--- src/rtl/mem_request_queue_if.sv ---
// Host request/response and SDRAM-controller command signals for mem_request_queue.
// slave is the queue's view; master is the view of whatever drives the host side
// and models the controller.
interface mem_request_queue_if;
  logic        req_valid;
  logic        req_ready;
  logic        req_write;
  logic [24:0] req_addr;
  logic [15:0] req_wdata;

  logic        rsp_valid;
  logic        rsp_write;
  logic [15:0] rsp_rdata;
  logic        rsp_err;

  logic        init_done;
  logic        err_sticky;

  logic [1:0]  mc_cmd;
  logic [24:0] mc_addr;
  logic [15:0] mc_wdata;
  logic [15:0] mc_rdata;
  logic        mc_ready;
  logic        mc_valid;

  modport slave (
    input  req_valid, req_write, req_addr, req_wdata, mc_rdata, mc_valid,
    output req_ready, rsp_valid, rsp_write, rsp_rdata, rsp_err,
           init_done, err_sticky, mc_cmd, mc_addr, mc_wdata, mc_ready
  );

  modport master (
    output req_valid, req_write, req_addr, req_wdata, mc_rdata, mc_valid,
    input  req_ready, rsp_valid, rsp_write, rsp_rdata, rsp_err,
           init_done, err_sticky, mc_cmd, mc_addr, mc_wdata, mc_ready
  );
endinterface

--- src/rtl/mem_request_queue.sv ---
// Host-side request queue in front of the SDRAM controller: buffers requests,
// issues them one at a time and returns a single-cycle response per request.
//
//   state     | meaning
//   ----------+-----------------------------------------------------------
//   INIT_WAIT | controller still initialising; requests queue up
//   IDLE      | controller free; pop the next request if one is queued
//   ISSUE     | mc_ready high for one cycle with the command presented
//   WAIT      | command held until completion pulse or timeout
module mem_request_queue #(
  parameter int DEPTH          = 4,
  parameter int TIMEOUT_CYCLES = 64
) (
  input  logic                clk,
  input  logic                rst,
  mem_request_queue_if.slave  bus
);

  localparam int PTR_W = $clog2(DEPTH);
  localparam int TMO_W = $clog2(TIMEOUT_CYCLES);

  localparam logic [1:0] S_INIT_WAIT = 2'd0;
  localparam logic [1:0] S_IDLE      = 2'd1;
  localparam logic [1:0] S_ISSUE     = 2'd2;
  localparam logic [1:0] S_WAIT      = 2'd3;

  logic [1:0]       state;
  logic [PTR_W-1:0] wr_ptr;
  logic [PTR_W-1:0] rd_ptr;
  logic [PTR_W:0]   count;
  logic             full;
  logic             empty;
  logic             push;
  logic             pop;

  logic             fifo_write [DEPTH];
  logic [24:0]      fifo_addr  [DEPTH];
  logic [15:0]      fifo_wdata [DEPTH];

  logic             hold_write;
  logic [TMO_W-1:0] tmo_cnt;

  logic             init_done_r;
  logic             err_sticky_r;
  logic             rsp_valid_r;
  logic             rsp_write_r;
  logic [15:0]      rsp_rdata_r;
  logic             rsp_err_r;
  logic [1:0]       mc_cmd_r;
  logic [24:0]      mc_addr_r;
  logic [15:0]      mc_wdata_r;
  logic             mc_ready_r;

  // No bypass: a full FIFO refuses even when a pop happens the same cycle.
  assign full          = (count == (PTR_W+1)'(DEPTH));
  assign empty         = (count == '0);
  assign bus.req_ready = !full && !rst;
  assign push          = bus.req_valid && bus.req_ready;
  assign pop           = (state == S_IDLE) && !empty;

  assign bus.init_done  = init_done_r;
  assign bus.err_sticky = err_sticky_r;
  assign bus.rsp_valid  = rsp_valid_r;
  assign bus.rsp_write  = rsp_write_r;
  assign bus.rsp_rdata  = rsp_rdata_r;
  assign bus.rsp_err    = rsp_err_r;
  assign bus.mc_cmd     = mc_cmd_r;
  assign bus.mc_addr    = mc_addr_r;
  assign bus.mc_wdata   = mc_wdata_r;
  assign bus.mc_ready   = mc_ready_r;

  // FIFO storage; contents are don't-care until written, so no reset.
  always_ff @(posedge clk) begin
    if (push) begin
      fifo_write[wr_ptr] <= bus.req_write;
      fifo_addr[wr_ptr]  <= bus.req_addr;
      fifo_wdata[wr_ptr] <= bus.req_wdata;
    end
  end

  // FIFO pointers and occupancy.
  always_ff @(posedge clk) begin
    if (rst) begin
      wr_ptr <= '0;
      rd_ptr <= '0;
      count  <= '0;
    end else begin
      if (push) wr_ptr <= wr_ptr + PTR_W'(1);
      if (pop)  rd_ptr <= rd_ptr + PTR_W'(1);
      case ({push, pop})
        2'b10:   count <= count + (PTR_W+1)'(1);
        2'b01:   count <= count - (PTR_W+1)'(1);
        default: count <= count;
      endcase
    end
  end

  // Sequencer: issue one request at a time, hold the command, report the outcome.
  always_ff @(posedge clk) begin
    if (rst) begin
      state        <= S_INIT_WAIT;
      hold_write   <= 1'b0;
      tmo_cnt      <= '0;
      init_done_r  <= 1'b0;
      err_sticky_r <= 1'b0;
      rsp_valid_r  <= 1'b0;
      rsp_write_r  <= 1'b0;
      rsp_rdata_r  <= '0;
      rsp_err_r    <= 1'b0;
      mc_cmd_r     <= 2'b00;
      mc_addr_r    <= '0;
      mc_wdata_r   <= '0;
      mc_ready_r   <= 1'b0;
    end else begin
      rsp_valid_r <= 1'b0;
      case (state)
        S_INIT_WAIT: begin
          if (bus.mc_valid) begin
            init_done_r <= 1'b1;
            state       <= S_IDLE;
          end
        end
        S_IDLE: begin
          if (!empty) begin
            hold_write <= fifo_write[rd_ptr];
            mc_addr_r  <= fifo_addr[rd_ptr];
            mc_wdata_r <= fifo_wdata[rd_ptr];
            mc_cmd_r   <= fifo_write[rd_ptr] ? 2'b10 : 2'b01;
            mc_ready_r <= 1'b1;
            state      <= S_ISSUE;
          end
        end
        S_ISSUE: begin
          mc_ready_r <= 1'b0;
          tmo_cnt    <= TMO_W'(TIMEOUT_CYCLES - 1);
          state      <= S_WAIT;
        end
        S_WAIT: begin
          // A completion on the last allowed cycle still counts as a completion.
          if (bus.mc_valid) begin
            rsp_valid_r <= 1'b1;
            rsp_write_r <= hold_write;
            rsp_rdata_r <= hold_write ? 16'h0000 : bus.mc_rdata;
            rsp_err_r   <= 1'b0;
            mc_cmd_r    <= 2'b00;
            state       <= S_IDLE;
          end else if (tmo_cnt == '0) begin
            rsp_valid_r  <= 1'b1;
            rsp_write_r  <= hold_write;
            rsp_rdata_r  <= 16'h0000;
            rsp_err_r    <= 1'b1;
            err_sticky_r <= 1'b1;
            mc_cmd_r     <= 2'b00;
            state        <= S_IDLE;
          end else begin
            tmo_cnt <= tmo_cnt - TMO_W'(1);
          end
        end
        default: state <= S_INIT_WAIT;
      endcase
    end
  end

endmodule
--- src/flat_wrapper.sv ---
// flat-port wrapper written by rule: the top's interface ports become plain ports
module mem_request_queue_flat 
#(
  parameter int DEPTH          = 4,
  parameter int TIMEOUT_CYCLES = 64
)
  (clk, rst, bus_req_valid, bus_req_write, bus_req_addr, bus_req_wdata, bus_mc_rdata, bus_mc_valid, bus_req_ready, bus_rsp_valid, bus_rsp_write, bus_rsp_rdata, bus_rsp_err, bus_init_done, bus_err_sticky, bus_mc_cmd, bus_mc_addr, bus_mc_wdata, bus_mc_ready);
  mem_request_queue_if bus_i ();
  input  logic clk;
  input  logic rst;
  input wire logic [$bits(bus_i.req_valid)-1:0] bus_req_valid;
  input wire logic [$bits(bus_i.req_write)-1:0] bus_req_write;
  input wire logic [$bits(bus_i.req_addr)-1:0] bus_req_addr;
  input wire logic [$bits(bus_i.req_wdata)-1:0] bus_req_wdata;
  input wire logic [$bits(bus_i.mc_rdata)-1:0] bus_mc_rdata;
  input wire logic [$bits(bus_i.mc_valid)-1:0] bus_mc_valid;
  output wire logic [$bits(bus_i.req_ready)-1:0] bus_req_ready;
  output wire logic [$bits(bus_i.rsp_valid)-1:0] bus_rsp_valid;
  output wire logic [$bits(bus_i.rsp_write)-1:0] bus_rsp_write;
  output wire logic [$bits(bus_i.rsp_rdata)-1:0] bus_rsp_rdata;
  output wire logic [$bits(bus_i.rsp_err)-1:0] bus_rsp_err;
  output wire logic [$bits(bus_i.init_done)-1:0] bus_init_done;
  output wire logic [$bits(bus_i.err_sticky)-1:0] bus_err_sticky;
  output wire logic [$bits(bus_i.mc_cmd)-1:0] bus_mc_cmd;
  output wire logic [$bits(bus_i.mc_addr)-1:0] bus_mc_addr;
  output wire logic [$bits(bus_i.mc_wdata)-1:0] bus_mc_wdata;
  output wire logic [$bits(bus_i.mc_ready)-1:0] bus_mc_ready;
  assign bus_i.req_valid = bus_req_valid;
  assign bus_i.req_write = bus_req_write;
  assign bus_i.req_addr = bus_req_addr;
  assign bus_i.req_wdata = bus_req_wdata;
  assign bus_i.mc_rdata = bus_mc_rdata;
  assign bus_i.mc_valid = bus_mc_valid;
  assign bus_req_ready = bus_i.req_ready;
  assign bus_rsp_valid = bus_i.rsp_valid;
  assign bus_rsp_write = bus_i.rsp_write;
  assign bus_rsp_rdata = bus_i.rsp_rdata;
  assign bus_rsp_err = bus_i.rsp_err;
  assign bus_init_done = bus_i.init_done;
  assign bus_err_sticky = bus_i.err_sticky;
  assign bus_mc_cmd = bus_i.mc_cmd;
  assign bus_mc_addr = bus_i.mc_addr;
  assign bus_mc_wdata = bus_i.mc_wdata;
  assign bus_mc_ready = bus_i.mc_ready;
  mem_request_queue #(.DEPTH(DEPTH), .TIMEOUT_CYCLES(TIMEOUT_CYCLES)) u_core (.clk(clk), .rst(rst), .bus(bus_i));
endmodule
--- config.mk ---
export PLATFORM = sky130hd
export DESIGN_NAME = mem_request_queue_flat
export DESIGN_NICKNAME = d
export VERILOG_FILES = /design/src/rtl/mem_request_queue_if.sv /design/src/rtl/mem_request_queue.sv /design/src/flat_wrapper.sv
export SDC_FILE = /design/constraint.sdc
export NUM_CORES = 1
export LEC_CHECK = 0
export CAP_MARGIN = 20
export CORE_UTILIZATION = 30
export DETAILED_ROUTE_END_ITERATION = 6
export SETUP_SLACK_MARGIN = 0.2
export SLEW_MARGIN = 5
export SYNTH_ARGS = -nofsm -noshare
export SYNTH_HDL_FRONTEND = slang
export SYNTH_SLANG_ARGS = --single-unit
--- constraint.sdc ---
create_clock -name clk -period 4.93 [get_ports clk]
set_input_delay 0.7395 -clock clk [delete_from_list [all_inputs] [get_ports clk]]
set_output_delay 0.7395 -clock clk [all_outputs]
set_load 0.01 [all_outputs]
Yosys cells after proc, flatten, opt, wreduce, memory -nomap -nowiden
Memory sizes are Yosys's and may differ from the RTL's. A register that Yosys moved wholly into a read port is not among the register bits.
Cells that the tools add are included.
W data, S select, Z words.

storage, ports and cells
  register bits after elaboration = 40
  bits in latches = 0
  memory bits (writable) = 168
  ROM bits = 0
  bits of input ports = 62
  memories kept = 3

memories
  name               words  bits a word  read ports  clocked after Yosys merged registers in  write ports  RTL line                 RTL
  u_core.fifo_addr   4      25           1           1                                        1            mem_request_queue.sv:37  logic [24:0] fifo_addr [DEPTH];
  u_core.fifo_wdata  4      16           1           1                                        1            mem_request_queue.sv:38  logic [15:0] fifo_wdata [DEPTH];
  u_core.fifo_write  4      1            1           1                                        1            mem_request_queue.sv:36  logic fifo_write [DEPTH];

cells by class
  $add $sub $neg = 5
  multipliers = 0
  divide/modulo/power cells = 0
  order comparisons = 0
  equal/unequal tests = 11
  shift operators = 0
  mux-type cells = 29
  bitwise operators = 3
  reductions and logical operators = 23

operators by type and width
  operator               number
  $mux W16               3
  $mux W2                10
  $mux W6                2
  $pmux W6 S2            1
  $reduce_and A3 Y1      4
  $reduce_bool A2 Y1     5
  $mux W1                9
  $ne A2 B2 Y1 const B   4
  $pmux W2 S4            1
  $reduce_and A2 Y1      4
  $eq A2 B2 Y1 const B   3
  $logic_not A6 Y1       1
  $pmux W3 S2            1
  $sub A6 B1 Y6 const B  1
  $add A2 B1 Y2 const B  2
  $eq A2 B1 Y1 const B   2
  $pmux W2 S2            1
  $add A3 B1 Y3 const B  1
  $eq A3 B3 Y1 const B   1
  $logic_and A1 B1 Y1    3
  $logic_not A1 Y1       3
  $logic_not A3 Y1       1
  $ne A3 B2 Y1 const B   1
  $not A1 Y1             3
  other kinds (4)        4

Logic depth before layout (Yosys ltp)
Gate-level depths: netlist of the first run.

  word-level depth = 6
  depth in mapped cells = 12
  depth with buffers taken out = 10

Worst setup path before layout of the first run
Ideal clock, no wire load.

  path kind = input to register
  from = in rst
  to = mem u_core.fifo_addr[0][0], enable pin
  data arrival time = 2324 ps
  setup slack = 2203 ps
  stages = 3
  cell sequence = buf_2 -> a211oi_2 -> and2_1

on the way
  word-level cells in the longest chain between the ends = 5

RTL lines
  what                           RTL line                 RTL
  start: declaration             flat_wrapper.sv:10       input logic rst;
  $logic_not A1 Y1               mem_request_queue.sv:57  assign bus.req_ready = !full && !rst;
  $logic_and A1 B1 Y1            mem_request_queue.sv:57
  $logic_and A1 B1 Y1            mem_request_queue.sv:58  assign push = bus.req_valid && bus.req_ready;
  $mux W1                        mem_request_queue.sv:74  if (push) begin
  $mux W1 (not written as such)  mem_request_queue.sv:76  fifo_addr[wr_ptr] <= bus.req_addr;
  end: declaration               mem_request_queue.sv:37

Every way passes these cells.

Worst setup path in the final report of the first run
  from = reg u_core.state[1]
  to = reg u_core.count[2]

on the way
  word-level cells in the longest chain between the ends = 4

RTL lines
  what                                                      RTL line                  RTL
  start: declaration                                        mem_request_queue.sv:27   logic [1:0] state;
  start signal: assignment                                  mem_request_queue.sv:101  state <= S_INIT_WAIT;
  start signal: assignment                                  mem_request_queue.sv:120  state <= S_IDLE;
  start signal: assignment                                  mem_request_queue.sv:130  state <= S_ISSUE;
  $eq A2 B1 Y1 (*)                                          mem_request_queue.sv:59   assign pop = (state == S_IDLE) && !empty;
  $logic_and A1 B1 Y1 (*)                                   mem_request_queue.sv:59
  $eq A2 B1 Y1 / $eq A2 B2 Y1 (equally long branches)       mem_request_queue.sv:90   case ({push, pop})
  $pmux W3 S2 / $reduce_bool A2 Y1 (equally long branches)  -
  end signal: assignment                                    mem_request_queue.sv:91   2'b10: count <= count + (PTR_W+1)'(1);
  end signal: assignment                                    mem_request_queue.sv:92   2'b01: count <= count - (PTR_W+1)'(1);
  end signal: assignment                                    mem_request_queue.sv:93   default: count <= count;
  end: declaration                                          mem_request_queue.sv:30   logic [PTR_W:0] count;

Every way passes the cells marked *; elsewhere a longest branch is shown, timed or not.
A chain may end at the register's enable or synchronous reset.

==> results of run 1 <==
tightest hold or removal path, stage by stage, from the launching register on:
cell     delay [ps]
dfxtp_1         310
nand2_1          50
a21oi_1          50
synth_stat cells, types with 3 or more instances:
library cell and number:
inv_1 12, nand2b_1 6, nand2_1 89, nor2b_1 4, nor2_1 15, xnor2_1 4
a21oi_1 54, o21ai_0 3, a211oi_1 3, edfxtp_1 168, and2_1 4, nor3_1 4
mux4_2 42, clkbuf_1 11, xor2_1 4, dfxtp_1 83, a22o_2 13, buf_4 3
a22o_1 3, ha_1 11, buf_2 15
power by group through the flow:
stage	sequential (µW)	combinational, µW	clock, µW
floorplan	2530	555	0
global route	2550	904	2310
global placement	2570	827	0
CTS	2530	837	2230
detailed placement	2570	833	0
finish	2520	819	2180
per-stage QoR:
step | utilization (%) | area (µm²) | instances
3_5_place_dp | 35.9 | 11000 | 1078
6_report | 39.2 | 12000 | 1129
4_1_cts | 39.2 | 12000 | 1128
2_1_floorplan | - | 9290 | 580
3_3_place_gp | 35.9 | 10900 | 1077
5_1_grt | 39.2 | 12000 | 1129
worst max path at each step:
stage	slack, ps	to	start
final	2000	u_core.count[2]$_SDFFE_PP0P_	u_core.state[1]$_SDFFE_PP0P_
after global routing	1760	u_core.count[2]$_SDFFE_PP0P_	u_core.state[1]$_SDFFE_PP0P_
after CTS	1910	u_core.count[2]$_SDFFE_PP0P_	u_core.state[1]$_SDFFE_PP0P_
after detailed placement	1560	u_core.fifo_addr[1][11]$_DFFE_PP_	bus_req_valid
after global placement	1630	u_core.fifo_addr[1][13]$_DFFE_PP_	bus_req_valid
after floorplan	2200	u_core.fifo_addr[0][0]$_DFFE_PP_	rst
cells in the final DEF (no fill, tap or decap), types with 2 or more instances in the layout:
cell type and instances:
nor3_2 2, a211oi_2 2, clkbuf_16 27, o21ai_0 3, nand2b_1 5, a22o_2 13
nor3_1 4, clkinv_2 6, clkinvlp_4 3, a21oi_1 54, or3_1 2, xor2_1 4
inv_1 12, nand2_1 89, bufinv_16 5, a211oi_1 3, clkdlybuf4s50_1 126, a22o_1 3
xnor2_1 4, ha_1 11, nor2b_1 4, edfxtp_1 168, mux4_2 42, nor2_1 15
nand3_1 2, dfxtp_1 81, buf_4 6, clkbuf_8 6, and2_2 5
routing by layer:
layer / up-vias / GRT usage (%)
met2: 119 / 20.7
met1: 2521 / 15.8
met3: 26 / 2.29
met5: - / 0
li1: 2443 / -
met4: 0 / 3.06
area by class of cell:
class / instances / area, µm²
clock buffer: 33 / 748
fill: 2833 / 18500
multi-input combinational: 285 / 2390
tap: 396 / 495
timing repair buffer: 134 / 1340
sequential: 251 / 6710
clock inverter: 17 / 238
inverter: 13 / 48.8
logic make-up (layout without fill, tap and decap cells):
logic type	after synthesis	count (layout)	share of synthesized area, %
multiplexers	44	44	10.4
AND/OR/NAND/NOR	133	133	6.33
AO/OA/AOI/OAI	88	88	6.41
flip-flops	251	251	72.2
adder cells (fa/ha/maj)	12	12	1.70
buffers and inverters	44	197	2.18
XOR/XNOR	8	8	0.754
registers in the layout (all words and copies together) (netlist names), 3 cells and up, named ones only:
register,flops
u_core.tmo_cnt,6
u_core.fifo_wdata,64
u_core.bus.mc_wdata,16
u_core.fifo_write,4
u_core.bus.rsp_rdata,16
u_core.fifo_addr,100
u_core.count,3
u_core.bus.mc_addr,25
==> impl_metrics.py, run 1 <==
metrics = {
    "sta": {
        "hold_viol_final": 0,
        "fmaxAchievable_mhz": 341,
        "finalMaxSlewViolations": 0,
        "hold_ws_ps": 452,
        "setup_viol": 0,
        "slew_headroom_pct": 37.3,
        "timing.final.crit_period_ps": 2930,
        "worst_slack_ps": 2000,
        "worst_pin_slew_ps": 940,
        "finalClockSkew_ps": 10.1,
        "period_share_pct": 59.5,
        "fin_tns_setup_ps": 0,
        "rsz0062_at_grt": "false",
    },
    "power_and_ir_drop": {
        "power.leakage_uw": 0.00385,
        "power_uw": 5520,
        "p_sw_uw": 1360,
        "p_comb_share_pct": 14.9,
        "clkPwrFrac_pct": 39.5,
        "p_int_uw": 4160,
        "power.share.switching_pct": 24.6,
        "pwr-share-seq_pct": 45.7,
        "power.density_nw_per_um2": 461,
        "max-vdd-ir-drop_v": 0.000259,
    },
    "clocking": {
        "h-tree-depth": 1,
        "cts_made_buffers": 27,
        "postCtsSetupBuffers": 0,
        "clockBufferDepth": 3,
        "hold_buffers": 0,
        "cts_tree": "built",
        "path_clk_slew_ps": 60,
        "cts.sinks": 251,
        "clkLatencyLatePin_ps": 540,
        "root_buffer": "clkbuf_16",
        "ctsResizeCount": 0,
    },
    "layout": {
        "areaGrowthSynthToFinish_pct": 28.9,
        "diodes": 0,
        "final_nets": 786,
        "drive_gt1_share_pct": 17.9,
    },
    "route": {
        "vias": 5109,
        "routed_wl_um": 19100,
        "final_antenna_net_count": 0,
        "drt-pass1-iter-count": 4,
        "drt_iter0_drc": 264,
        "wl_per_cell_um": 16.9,
        "wl_met1_um": 8430,
        "top_layer": "met4",
        "wl_met3_um": 916,
        "viasPerCell": 4.53,
        "met2_length_um": 9380,
        "post-route-drc-count": 0,
    },
    "critical_path": {
        "cp_slowest_cell": "inv_2",
        "startpoint_type": "flop",
        "cp_num_buf_inv": 3,
        "r2r_setup_slack_ps": 2000,
        "timing.rr.end": "u_core.count[2]$_SDFFE_PP0P_",
        "cp.depth": 10,
        "required_ps": 5390,
        "reg2reg_depth": 10,
        "path_delay_family": "adder cells",
        "crit_chain": "inv_1 -> ha_1 -> nand2b_2 -> inv_2 -> ha_1 -> inv_1 -> fa_1 -> xor2_1 -> or3_1 -> a21oi_1",
        "cp_data_arrival_time_ps": 3390,
        "path_max_fanout": 48,
        "path_class": "reg2reg",
        "critPathMaxStageDelay_ps": 670,
        "critPathCaptureType": "flop",
        "regToRegStartpoint": "u_core.state[1]$_SDFFE_PP0P_",
    },
    "worst_hold_path": {
        "hold_end": "u_core.bus.mc_wdata[10]$_SDFFE_PP0N_",
        "min_from": "u_core.bus.mc_wdata[10]$_SDFFE_PP0N_",
        "worstHoldPathCells": 2,
        "worst_hold_path_type": "reg2reg",
    },
    "flow_run": {
        "drv_cap": 0,
    },
    "yosys": {
        "async_flop_share_pct": 0,
        "synthCells": 580,
        "yosys_register_bits": 251,
        "yosysSeqAreaShare_pct": 72.2,
        "avgSynthCellArea_um2": 16.0,
        "syn-cell-area_um2": 9290,
        "synth_cell_types": 46,
        "yosysWarnings": 0,
        "synth_area_leaders": "edfxtp_1 54%, dfxtp_1 18%, mux4_2 10%",
        "synth_nets": 654,
        "synth-main-ff-cell": "edfxtp_1",
        "synth.top_cell.area_share_pct": 54.3,
        "synth_edf_count": 168,
        "yosysTopAreaCell": "edfxtp_1",
    },
    "place": {
        "portBuffers": 127,
        "place_congestion": 0.727,
        "dp_slack_ps": 1560,
        "dpl.hpwl_um": 12000,
    },
    "die": {
        "die_area_um2": 31700,
        "core_um2": 30500,
        "ios": 128,
        "initial_core_util_pct": 30.4,
        "fp-row-count": 64,
        "die_y_um": 178,
        "fp.dieW_um": 178,
    },
    "grt": {
        "grt_pass1_vias": 5168,
        "antenna_found_initial": 0,
        "grt_use_total_pct": 12.1,
        "grt_max_degree": 74,
        "grt.overflow.total": 0,
        "grt_pass1_wl_um": 29400,
    },
    "outcome": {
        "status": "finished clean",
    },
}
Note: power is estimated with default switching activity, not from simulation.
==> inputs of run 2 (changes only) <==
- clock period: 4.93 -> 2.99 ns (I/O delays scaled with it)
==> impl_metrics.py, run 2 (same netlist as run 1, synthesis figures left out) <==
metrics = {
    "outcome": {
        "status": "finished clean",
    },
    "route": {
        "routed_wl_um": 19200,
        "final_antenna_net_count": 0,
        "post-route-drc-count": 0,
        "drt-pass1-iter-count": 5,
        "vias": 5180,
        "wl_per_cell_um": 16.9,
        "viasPerCell": 4.56,
        "drt_iter0_drc": 324,
    },
    "flow_run": {
        "drv_cap": 0,
    },
    "sta": {
        "hold_viol_final": 0,
        "rsz0062_at_grt": "false",
        "slew_headroom_pct": 33.7,
        "finalClockSkew_ps": 7.93,
        "fin_tns_setup_ps": 0,
        "worst_pin_slew_ps": 989,
        "period_share_pct": 72.7,
        "timing.final.crit_period_ps": 2170,
        "setup_viol": 0,
        "fmaxAchievable_mhz": 460,
        "finalMaxSlewViolations": 0,
    },
    "layout": {
        "drive_gt1_share_pct": 18.8,
        "seqCellArea_um2": 6710,
        "diodes": 0,
        "mostFrequentLayoutCells": "168 x edfxtp_1, 126 x clkdlybuf4s50_1, 89 x nand2_1",
        "areaGrowthSynthToFinish_pct": 29.7,
        "multiInputGateArea_um2": 2390,
        "fillers": 2818,
        "largest_reg_flops": 100,
        "final_common_cell": "edfxtp_1",
        "final_nets": 794,
        "top_register": "u_core.fifo_addr",
    },
    "grt": {
        "grt.overflow.total": 0,
        "grt_max_degree": 48,
        "antenna_found_initial": 0,
        "grt_use_total_pct": 12.3,
        "grt_pass1_vias": 5348,
        "grt_pass1_wl_um": 29900,
    },
    "clocking": {
        "cts_tree": "built",
        "postCtsSetupBuffers": 0,
        "h-tree-depth": 1,
        "cts.sinks": 251,
        "path_clk_slew_ps": 60,
        "clkLatencyLatePin_ps": 530,
        "hold_buffers": 0,
        "root_buffer": "clkbuf_16",
        "cts_made_buffers": 27,
        "ctsResizeCount": 0,
        "clockBufferDepth": 3,
    },
    "place": {
        "dpl.hpwl_um": 12000,
        "portBuffers": 127,
        "place_congestion": 0.735,
    },
    "critical_path": {
        "cp_data_arrival_time_ps": 1730,
        "path_class": "reg2out",
        "path_max_fanout": 4,
        "critPathCaptureType": "output port",
        "required_ps": 2540,
        "startpoint_type": "flop",
    },
    "power_and_ir_drop": {
        "max-vdd-ir-drop_v": 0.000391,
        "power_uw": 9040,
        "power.density_nw_per_um2": 750,
        "power.leakage_uw": 0.00387,
    },
    "die": {
        "die_area_um2": 31700,
        "fp.dieW_um": 178,
        "core_um2": 30500,
        "fp-row-count": 64,
        "die_y_um": 178,
        "ios": 128,
        "initial_core_util_pct": 30.4,
    },
    "worst_hold_path": {
        "worst_hold_path_type": "in2reg",
    },
}
run 2: final cells by class:
cell class,count,share of cell area (%)
well taps,396,4.11
clock inverters,19,1.96
inverters,13,0.405
multi-input cells,285,19.8
clock buffers,31,5.99
flip-flops and latches,251,55.7
repair buffers,142,12.0
run 2: worst paths after layout:
| check | from | to | slack, ps | cells after the start |
|---|---|---|---|---|
| worst min register to register | u_core.bus.mc_addr[10]$_SDFFE_PP0N_ | u_core.bus.mc_addr[10]$_SDFFE_PP0N_ | 450 | 2 |
| worst max register to register | u_core.state[1]$_SDFFE_PP0P_ | u_core.count[2]$_SDFFE_PP0P_ | 830 | 10 |
| worst min-delay path | rst | u_core.bus.init_done$_SDFFE_PP0P_ | 330 | 2 |
| worst max-delay path | u_core.count[0]$_SDFFE_PP0P_ | bus_req_ready | 820 | 3 |
run 2: stage by stage:
step                instances  hold slack, ps  setup WS [ps]  util [%]  cell area, µm²
detailed placement       1087             449            579      36.3           11100
global route             1137             359            653      39.5           12000
floorplan                 580             461            554         -            9290
CTS                      1137             305            780      39.5           12000
global placement         1087             443            588      36.3           11100
finish                   1137             330            815      39.5           12000
run 2: report_power, final:
part / internal (µW) / switching, µW / total [µW]
registers: 3940 / 174 / 4120
logic: 705 / 716 / 1420
clock network: 2100 / 1400 / 3500
total: 6750 / 2290 / 9040
run 2: routing by layer:
layer  part of all wire [%]  GRT usage (%)
met2                     47           20.0
met5                      0              0
met3                    5.2           2.51
met4                    2.1           3.28
met1                     46           16.7
run 2: worst max-delay path: stages, from the launching register on:
cell             delay, ps
dfxtp_1                400
nor2_1                 100
a21oi_1                140
clkdlybuf4s50_1        550
